File: config.mk
export PLATFORM = sky130hd
export DESIGN_NAME = i2c_bus_monitor
export DESIGN_NICKNAME = d
export VERILOG_FILES = /design/src/rtl/i2c_bus_monitor.sv
export SDC_FILE = /design/constraint.sdc
export NUM_CORES = 1
export LEC_CHECK = 0
export BUFFER_PORTS_ARGS = -buffer_cell sky130_fd_sc_hd__buf_4
export CAP_MARGIN = 5
export CORE_MARGIN = 2
export CORE_UTILIZATION = 45
export CTS_BUF_LIST = sky130_fd_sc_hd__clkbuf_16
export DETAILED_ROUTE_END_ITERATION = 8
export PLACE_DENSITY = 0.67
export SYNTH_ARGS = -nofsm -noshare
export SYNTH_HDL_FRONTEND = slang
export SYNTH_SLANG_ARGS = --single-unit
File: constraint.sdc
create_clock -name clk -period 3.1 [get_ports clk]
set_input_delay 0.31 -clock clk [delete_from_list [all_inputs] [get_ports clk]]
set_output_delay 0.31 -clock clk [all_outputs]
set_load 0.1 [all_outputs]
File: src/rtl/i2c_bus_monitor.sv
// rtl/i2c_bus_monitor.sv - I2C line monitor: sync/deglitch, START/RSTART/STOP, byte framing, timeout
// Lines are indexed 0 = SCL, 1 = SDA in the synchroniser/filter arrays.
module i2c_bus_monitor #(
   parameter int SYNC_STAGES = 2,
   parameter int FILTER_LEN  = 3,
   parameter int TIMEOUT_W   = 16
) (
   input  logic                 clk,
   input  logic                 reset,
   input  logic                 scl_in,
   input  logic                 sda_in,
   input  logic [TIMEOUT_W-1:0] timeout_limit,
   output logic                 scl_f,
   output logic                 sda_f,
   output logic                 scl_rise,
   output logic                 scl_fall,
   output logic                 start_pulse,
   output logic                 rstart_pulse,
   output logic                 stop_pulse,
   output logic                 bus_busy,
   output logic                 byte_valid,
   output logic [7:0]           byte_data,
   output logic                 ack_valid,
   output logic                 ack_bit,
   output logic                 timeout_pulse
);

   localparam int               CNT_W   = (FILTER_LEN > 1) ? $clog2(FILTER_LEN) : 1;
   localparam logic [CNT_W-1:0] CNT_MAX = CNT_W'(FILTER_LEN - 1);

   typedef enum logic {ST_IDLE, ST_ACTIVE} state_t;

   logic [SYNC_STAGES-1:0] r_sync [2];
   logic [CNT_W-1:0]       r_fcnt [2];
   logic [1:0]             r_filt;
   logic [1:0]             r_prev;
   logic [1:0]             w_raw;

   state_t                 r_state;
   state_t                 w_state_next;
   logic                   w_active;
   logic [TIMEOUT_W-1:0]   r_to_cnt;

   logic w_scl_rise, w_scl_fall, w_sda_rise, w_sda_fall, w_scl_high, w_any_edge;
   logic w_start, w_rstart, w_stop, w_timeout;

   logic [3:0] r_bit_cnt;
   logic [6:0] r_shift;
   logic [7:0] r_byte_data;
   logic       r_byte_valid, r_ack_valid, r_ack_bit;
   logic       r_scl_rise, r_scl_fall, r_start, r_rstart, r_stop, r_timeout;

   assign w_raw = {sda_in, scl_in};

   // Filtered level only follows after the sync output has disagreed for FILTER_LEN cycles.
   always_ff @(posedge clk) begin
      for (int i = 0; i < 2; i++) begin
         if (reset) begin
            r_sync[i] <= '1;
            r_fcnt[i] <= '0;
            r_filt[i] <= 1'b1;
         end else begin
            r_sync[i] <= {r_sync[i][SYNC_STAGES-2:0], w_raw[i]};
            if (r_sync[i][SYNC_STAGES-1] == r_filt[i]) begin
               r_fcnt[i] <= '0;
            end else if (r_fcnt[i] == CNT_MAX) begin
               r_filt[i] <= r_sync[i][SYNC_STAGES-1];
               r_fcnt[i] <= '0;
            end else begin
               r_fcnt[i] <= r_fcnt[i] + 1'b1;
            end
         end
      end
   end

   always_ff @(posedge clk) begin
      if (reset) r_prev <= 2'b11;
      else       r_prev <= r_filt;
   end

   assign w_scl_rise = r_filt[0] & ~r_prev[0];
   assign w_scl_fall = ~r_filt[0] & r_prev[0];
   assign w_sda_rise = r_filt[1] & ~r_prev[1];
   assign w_sda_fall = ~r_filt[1] & r_prev[1];
   assign w_scl_high = r_filt[0] & r_prev[0];
   assign w_any_edge = |(r_filt ^ r_prev);
   assign w_active   = (r_state == ST_ACTIVE);

   // A condition needs SCL steady high, so any cycle with an SDA condition has an edge
   // and can never coincide with a timeout.
   always_comb begin
      w_state_next = r_state;
      w_start      = 1'b0;
      w_rstart     = 1'b0;
      w_stop       = 1'b0;
      w_timeout    = 1'b0;
      if (w_sda_rise && w_scl_high) begin
         w_stop       = 1'b1;
         w_state_next = ST_IDLE;
      end else if (w_sda_fall && w_scl_high) begin
         w_start      = !w_active;
         w_rstart     = w_active;
         w_state_next = ST_ACTIVE;
      end else if (w_active && (timeout_limit != '0) && !w_any_edge &&
                   (r_to_cnt >= timeout_limit - 1'b1)) begin
         w_timeout    = 1'b1;
         w_state_next = ST_IDLE;
      end
   end

   always_ff @(posedge clk) begin
      if (reset) r_state <= ST_IDLE;
      else       r_state <= w_state_next;
   end

   always_ff @(posedge clk) begin
      if (reset || !w_active || w_any_edge) r_to_cnt <= '0;
      else if (r_to_cnt != '1)              r_to_cnt <= r_to_cnt + 1'b1;
   end

   // Bit framing: 8 data bits then the ACK bit on the 9th SCL rise.
   always_ff @(posedge clk) begin
      if (reset) begin
         r_bit_cnt    <= '0;
         r_shift      <= '0;
         r_byte_data  <= '0;
         r_byte_valid <= 1'b0;
         r_ack_valid  <= 1'b0;
         r_ack_bit    <= 1'b0;
      end else begin
         r_byte_valid <= 1'b0;
         r_ack_valid  <= 1'b0;
         if (w_start || w_rstart || w_stop || w_timeout || !w_active) begin
            r_bit_cnt <= '0;
         end else if (w_scl_rise) begin
            r_shift <= {r_shift[5:0], r_filt[1]};
            if (r_bit_cnt == 4'd7) begin
               r_byte_data  <= {r_shift, r_filt[1]};
               r_byte_valid <= 1'b1;
               r_bit_cnt    <= 4'd8;
            end else if (r_bit_cnt == 4'd8) begin
               r_ack_bit   <= r_filt[1];
               r_ack_valid <= 1'b1;
               r_bit_cnt   <= '0;
            end else begin
               r_bit_cnt <= r_bit_cnt + 4'd1;
            end
         end
      end
   end

   always_ff @(posedge clk) begin
      if (reset) begin
         r_scl_rise <= 1'b0;
         r_scl_fall <= 1'b0;
         r_start    <= 1'b0;
         r_rstart   <= 1'b0;
         r_stop     <= 1'b0;
         r_timeout  <= 1'b0;
      end else begin
         r_scl_rise <= w_scl_rise;
         r_scl_fall <= w_scl_fall;
         r_start    <= w_start;
         r_rstart   <= w_rstart;
         r_stop     <= w_stop;
         r_timeout  <= w_timeout;
      end
   end

   assign scl_f         = r_filt[0];
   assign sda_f         = r_filt[1];
   assign scl_rise      = r_scl_rise;
   assign scl_fall      = r_scl_fall;
   assign start_pulse   = r_start;
   assign rstart_pulse  = r_rstart;
   assign stop_pulse    = r_stop;
   assign bus_busy      = w_active;
   assign byte_valid    = r_byte_valid;
   assign byte_data     = r_byte_data;
   assign ack_valid     = r_ack_valid;
   assign ack_bit       = r_ack_bit;
   assign timeout_pulse = r_timeout;

endmodule

After elaboration in Yosys (flattened, before gate mapping)

Memory sizes are Yosys's and may differ from the RTL's.
Index checks and enable logic that the tools add are counted.

$add $sub $neg: 5
Order comparisons: 1
Equal/unequal tests: 7
Multiplexer cells: 47
Bitwise logic cells: 23
Reductions and logical operators: 25

Operators with widths:

| kind                                                | number |
|---|---|
| 2-to-1 mux 1 bit                                    | 37 |
| adder 16 x 1 -> 16 bit (second input constant)      | 1 |
| >= comparator 16 bit                                | 1 |
| 2-to-1 mux 2 bit                                    | 8 |
| inequality test 16 bit (second input constant)      | 1 |
| nonzero test 16 bit                                 | 1 |
| subtractor 16 x 1 -> 16 bit (second input constant) | 1 |
| NOT 1 bit                                           | 9 |
| 2-to-1 mux 4 bit                                    | 2 |
| OR 1 bit                                            | 8 |
| logical OR 1 bit                                    | 6 |
| AND reduction 2 bit                                 | 3 |
| OR reduction 2 bit                                  | 3 |
| AND 1 bit                                           | 5 |
| logical AND 1 bit                                   | 5 |
| adder 2 x 1 -> 2 bit (second input constant)        | 2 |
| adder 4 x 1 -> 4 bit (second input constant)        | 1 |
| == test 2 bit (second input constant)               | 2 |
| == test 4 x 3 -> 1 bit (second input constant)      | 1 |
| == test 4 bit (second input constant)               | 1 |
| AND reduction 4 bit                                 | 1 |
| OR reduction 4 bit                                  | 1 |
| AND reduction 3 bit                                 | 1 |
| OR reduction 3 bit                                  | 1 |
| 4 further kinds                                     | 6 |

Bits in registers: 49
Bits in writable memories: 8
Input bits: 20
Output and inout port bits: 20
Word-level logic and storage cells: 127
Memories: 2

Memories:

| memory | depth | width | rd ports | clocked after Yosys merged registers in | wr ports | RTL line | source |
|---|---|---|---|---|---|---|---|
| r_fcnt | 2     | 2     | 2        | 0                                       | 2        | 34       | `logic [CNT_W-1:0] r_fcnt [2];` |
| r_sync | 2     | 2     | 2        | 0                                       | 2        | 33       | `logic [SYNC_STAGES-1:0] r_sync [2];` |

Longest topological paths before layout

Word-level depth: 12
Mapped depth: 14
Mapped depth without buffers: 13

Worst setup path after synthesis

No wires, ideal clock.

Kind: input-to-reg
From: in timeout_limit[2]
To: reg r_byte_data[3], in the netlist byte_data[3]
Setup time: 0.120 ns
Data arrival time: 3.279 ns
Data required time: 2.980 ns
Path slack: -0.299 ns
Stages: 14
Path buffers: 1
Cell sequence: nor2_1 nand3_1 or3_1 nor2b_1 nand3_1 xor2_1 ha_1 nand4_1 or4_1 o32a_1 a21o_4 and3b_1 buf_6 mux2i_1

Word-level cells in the longest chain between the ends: 11
Elaborated cells on any way between the ends: 13
Those cells by class: 1 x add/sub; 1 x order compare; 3 x mux; 1 x bitwise; 7 x reduce/logical

Ends and longest elaborated chain:

| element                                                             | RTL line | source |
|---|---|---|
| start: declaration                                                  | 12       | `input logic [TIMEOUT_W-1:0] timeout_limit,` |
| branches (longest 3 deep; another with subtractor 16 x 1 -> 16 bit) | -        |  |
| logical AND 1 bit (*)                                               | 104      | `end else if (w_active && (timeout_limit != '0) && !w_any_edge &&` |
| 2-to-1 mux 1 bit (*)                                                | 104      |  |
| 2-to-1 mux 1 bit (*)                                                | 100      | `end else if (w_sda_fall && w_scl_high) begin` |
| 2-to-1 mux 1 bit (*)                                                | 97       | `if (w_sda_rise && w_scl_high) begin` |
| logical OR 1 bit (*) (2 in series)                                  | 133      | `if (w_start \|\| w_rstart \|\| w_stop \|\| w_timeout \|\| !w_active) begin` |
| NOT 1 bit (no line) (*)                                             | -        |  |
| AND reduction 3 bit (no line) (*)                                   | -        |  |
| end signal: assignment                                              | 138      | `r_byte_data <= {r_shift, r_filt[1]};` |
| end: declaration                                                    | 49       | `logic [7:0] r_byte_data;` |

Every way passes the cells marked *.
A chain may end at the register's enable or synchronous reset.

Final worst setup path

From: in timeout_limit[2]
To: reg r_byte_data[5], in the netlist byte_data[5]

Same word-level chain as after synthesis.

==> results.sh <==
export IMPL_cp_startpoint="timeout_limit[2]"
export IMPL_power_leakage_nw=1.659
export IMPL_ys_warnings_count=0
export IMPL_dp_hpwl_um=4482
export IMPL_synth_area_um2=2973
export IMPL_crit_type="in2reg"
export IMPL_die_h_um=85.28
export IMPL_clock_skew_ns=0.005679
export IMPL_pre_cts_slack_ns=-0.3431
export IMPL_first_iter_violations=92
export IMPL_avgSynthCellArea_um2=9.175
export IMPL_worstPathRequired_ns=3.30
export IMPL_die_area_um2=7273
export IMPL_overflow=0
export IMPL_status="finished clean"
export IMPL_start_kind="input pin"
export IMPL_hold_buffers=0
export IMPL_crit_arrival_ns=3.23
export IMPL_synth_cells=324
export IMPL_reg2reg_setup_slack_ns=0.63
export IMPL_holdCritStartpoint="sda_in"
export IMPL_grt_start_max_net_pins=21
export IMPL_min_to="r_sync[1][0]$_SDFF_PP1_"
export IMPL_diodes=0
export IMPL_htree_levels=3
export IMPL_cts_root_buf="clkbuf_16"
export IMPL_ys_seq_area_share_pct=39.73
export IMPL_reg2reg_depth=9
export IMPL_cts_reportedPaths_clkPinSlew_ns=0.05
export IMPL_r2r_end="r_shift[4]$_SDFFE_PP0P_"
export IMPL_wl_per_cell_um=13.08
export IMPL_firstDrtPassIters=4
export IMPL_ant_nets=0
export IMPL_cts_inserted_buffers=9
export IMPL_min_path_type="in2reg"
export IMPL_start_util_pct=46.55
export IMPL_grt_first_pass_wirelength_um=10720
export IMPL_cts_buffer_depth=2
export IMPL_grt_pass1_vias=2461
export IMPL_final_util_pct=60.50
export IMPL_synth_flop_cell="dfxtp_1"
export IMPL_ir_drop_mv=0.3380
export IMPL_synth_edf_count=4
export IMPL_vias_per_cell=5.184
export IMPL_ys_async_sr_fraction_pct=0
export IMPL_vias=2483
export IMPL_slew_headroom_pct=54.92
export IMPL_gp_congestion=0.8521
export IMPL_ys_types=47
export IMPL_cts_tree="built"
export IMPL_period_minus_slack_ns=3.030
export IMPL_finalPower_mw=1.758
export IMPL_antenna_found_initial=0
export IMPL_pin_count=40
export IMPL_drc=0
export IMPL_fin_nets=446
export IMPL_grt_usage_pct=18.42
export IMPL_tightest_slew_ns=0.6717
export IMPL_portBuffers=39
export IMPL_timing_rr_start="r_to_cnt[0]$_SDFFE_PP0P_"
export IMPL_routed_wl_um=6267
export IMPL_endpoint_kind="register"
export IMPL_finalSetupViolCount=0
export IMPL_drive_gt1_share_pct=24.63
export IMPL_worst_slack_ns=0.06967
export IMPL_area_growth_synth_to_final_pct=29.97
export IMPL_clock_latency_ns=0.32
export IMPL_drv_slew=0
export IMPL_cellPowerDensity_nw_per_um2=455.0
export IMPL_fp_row_count=29
export IMPL_coreArea_um2=6386
export IMPL_period_share_pct=97.75
export IMPL_fmax_mhz=330.0
export IMPL_path_max_fanout=7
export IMPL_cap_violations=0
export IMPL_die_w_um=85.28
export IMPL_hold_depth=2
export IMPL_hold_viol_final=0
export IMPL_yosys_register_bits=57
export IMPL_cts_sinks=57
export IMPL_rsz0062_at_grt="true"
## metrics by stage
stage / instance area [µm²] / hold WS [ns] / instances / TNS (ns)
finish: 3864 / 0.1776 / 479 / 0
floorplan: 3004 / 0.3895 / 327 / -0.7812
detailed placement: 3532 / 0.3971 / 459 / -6.597
global route: 3864 / 0.1700 / 479 / -0.7742
CTS: 3799 / 0.1708 / 475 / 0
global placement: 3532 / 0.3921 / 459 / -4.016
## cells in the final DEF (no fill, tap or decap), types with 2 or more instances in the layout
master,count
mux2i_1,19
ha_1,27
a21oi_1,6
nand4_1,12
xnor2_1,15
or3_1,4
conb_1,4
o211ai_1,2
or4_1,2
nand2b_1,2
or2_2,4
nor2b_1,4
and2_1,4
and3_1,6
o21ai_0,4
nor3_1,7
buf_4,68
o21a_1,2
nand3_1,11
nor2_1,35
dfxtp_1,53
nand2_1,34
inv_1,15
edfxtp_1,4
clkinv_2,2
clkinv_1,2
clkbuf_16,9
and4_1,2
xor2_1,12
nor3b_1,3
## worst max path at each step
stage	endpoint	slack, ns
finish	byte_data[5]$_SDFFE_PP0P_	0.07
global route	byte_data[4]$_SDFFE_PP0P_	-0.08
CTS	byte_data[5]$_SDFFE_PP0P_	0.06
detailed placement	byte_data[3]$_SDFFE_PP0P_	-0.34
global placement	byte_data[5]$_SDFFE_PP0P_	-0.23
floorplan	byte_data[3]$_SDFFE_PP0P_	-0.09
## worst max-delay path, cell delays in order
cell      delay (ns)
buf_8           0.10
nor2_4          0.11
nand3_2         0.08
or3_4           0.36
nor2b_4         0.15
nand3b_1        0.12
xor2_1          0.19
ha_1            0.30
nand4_1         0.13
or4_1           0.43
o32a_1          0.31
a21o_4          0.24
and3b_2         0.27
mux2i_1         0.13
## synth_stat cells, drive strengths merged (7+ instances only)
cell type / instances / area [µm²]
ha: 27 / 337.8
nor2: 36 / 135.1
clkbuf: 7 / 26.28
nand4: 13 / 87.58
nor3: 7 / 35.03
nand3: 12 / 60.06
xnor2: 15 / 131.4
mux2i: 19 / 190.2
nand2: 35 / 131.4
inv: 16 / 60.06
dfxtp: 53 / 1061
xor2: 12 / 105.1
## registers in the layout (all words and copies together) (netlist names), 2 cells and up
signal and cells:
r_sync 4, r_shift 7, r_bit_cnt 4, r_filt 2, r_prev 2, r_to_cnt 16, r_fcnt 4, byte_data 8
## cell type report
class	count	area, µm²
multi-input combinational	245	1739
clock inverter	5	25.02
tap	77	96.34
timing repair buffer	70	536.8
inverter	16	60.06
fill	555	2522
clock buffer	9	225.2
sequential	57	1181
## power breakdown
group	leakage, nW	switching [mW]	total [mW]	internal, mW
Combinational	1.07	0.0952	0.171	0.0753
Clock	0.122	0.305	0.825	0.520
Sequential	0.470	0.00922	0.763	0.754
## cell families (layout without fill, tap and decap cells)
group / count (synthesis) / count (layout) / synth area share, %
compound gates: 28 / 28 / 7.197
xor+xnor: 27 / 27 / 7.955
fa+ha+maj: 27 / 27 / 11.36
buf+inv: 25 / 100 / 3.662
flops: 57 / 57 / 39.73
mux: 19 / 19 / 6.397
other cells: 1 / 4 / 0.1261
simple gates: 140 / 140 / 23.57
## metal layers
metal / share of wire, % / track usage [%] / vias to the layer above
met5: 0 / 0 / -
met1: 47 / 23.63 / 1133
li1: - / - / 1274
met2: 46 / 28.69 / 61
met4: 2.2 / 8.514 / 0
met3: 4.8 / 5.253 / 15
## timing repair
action / 4_1_cts / 5_1_grt
endpoints found under the setup margin: 5 / 23
cloned: 0 / 0
gates resized for setup: 1 / 8
setup buffers: 2 / 4
pin swaps: 3 / 2
endpoints found under the hold margin: 0 / 0
No activity file was read; power rests on OpenSTA's default activity.
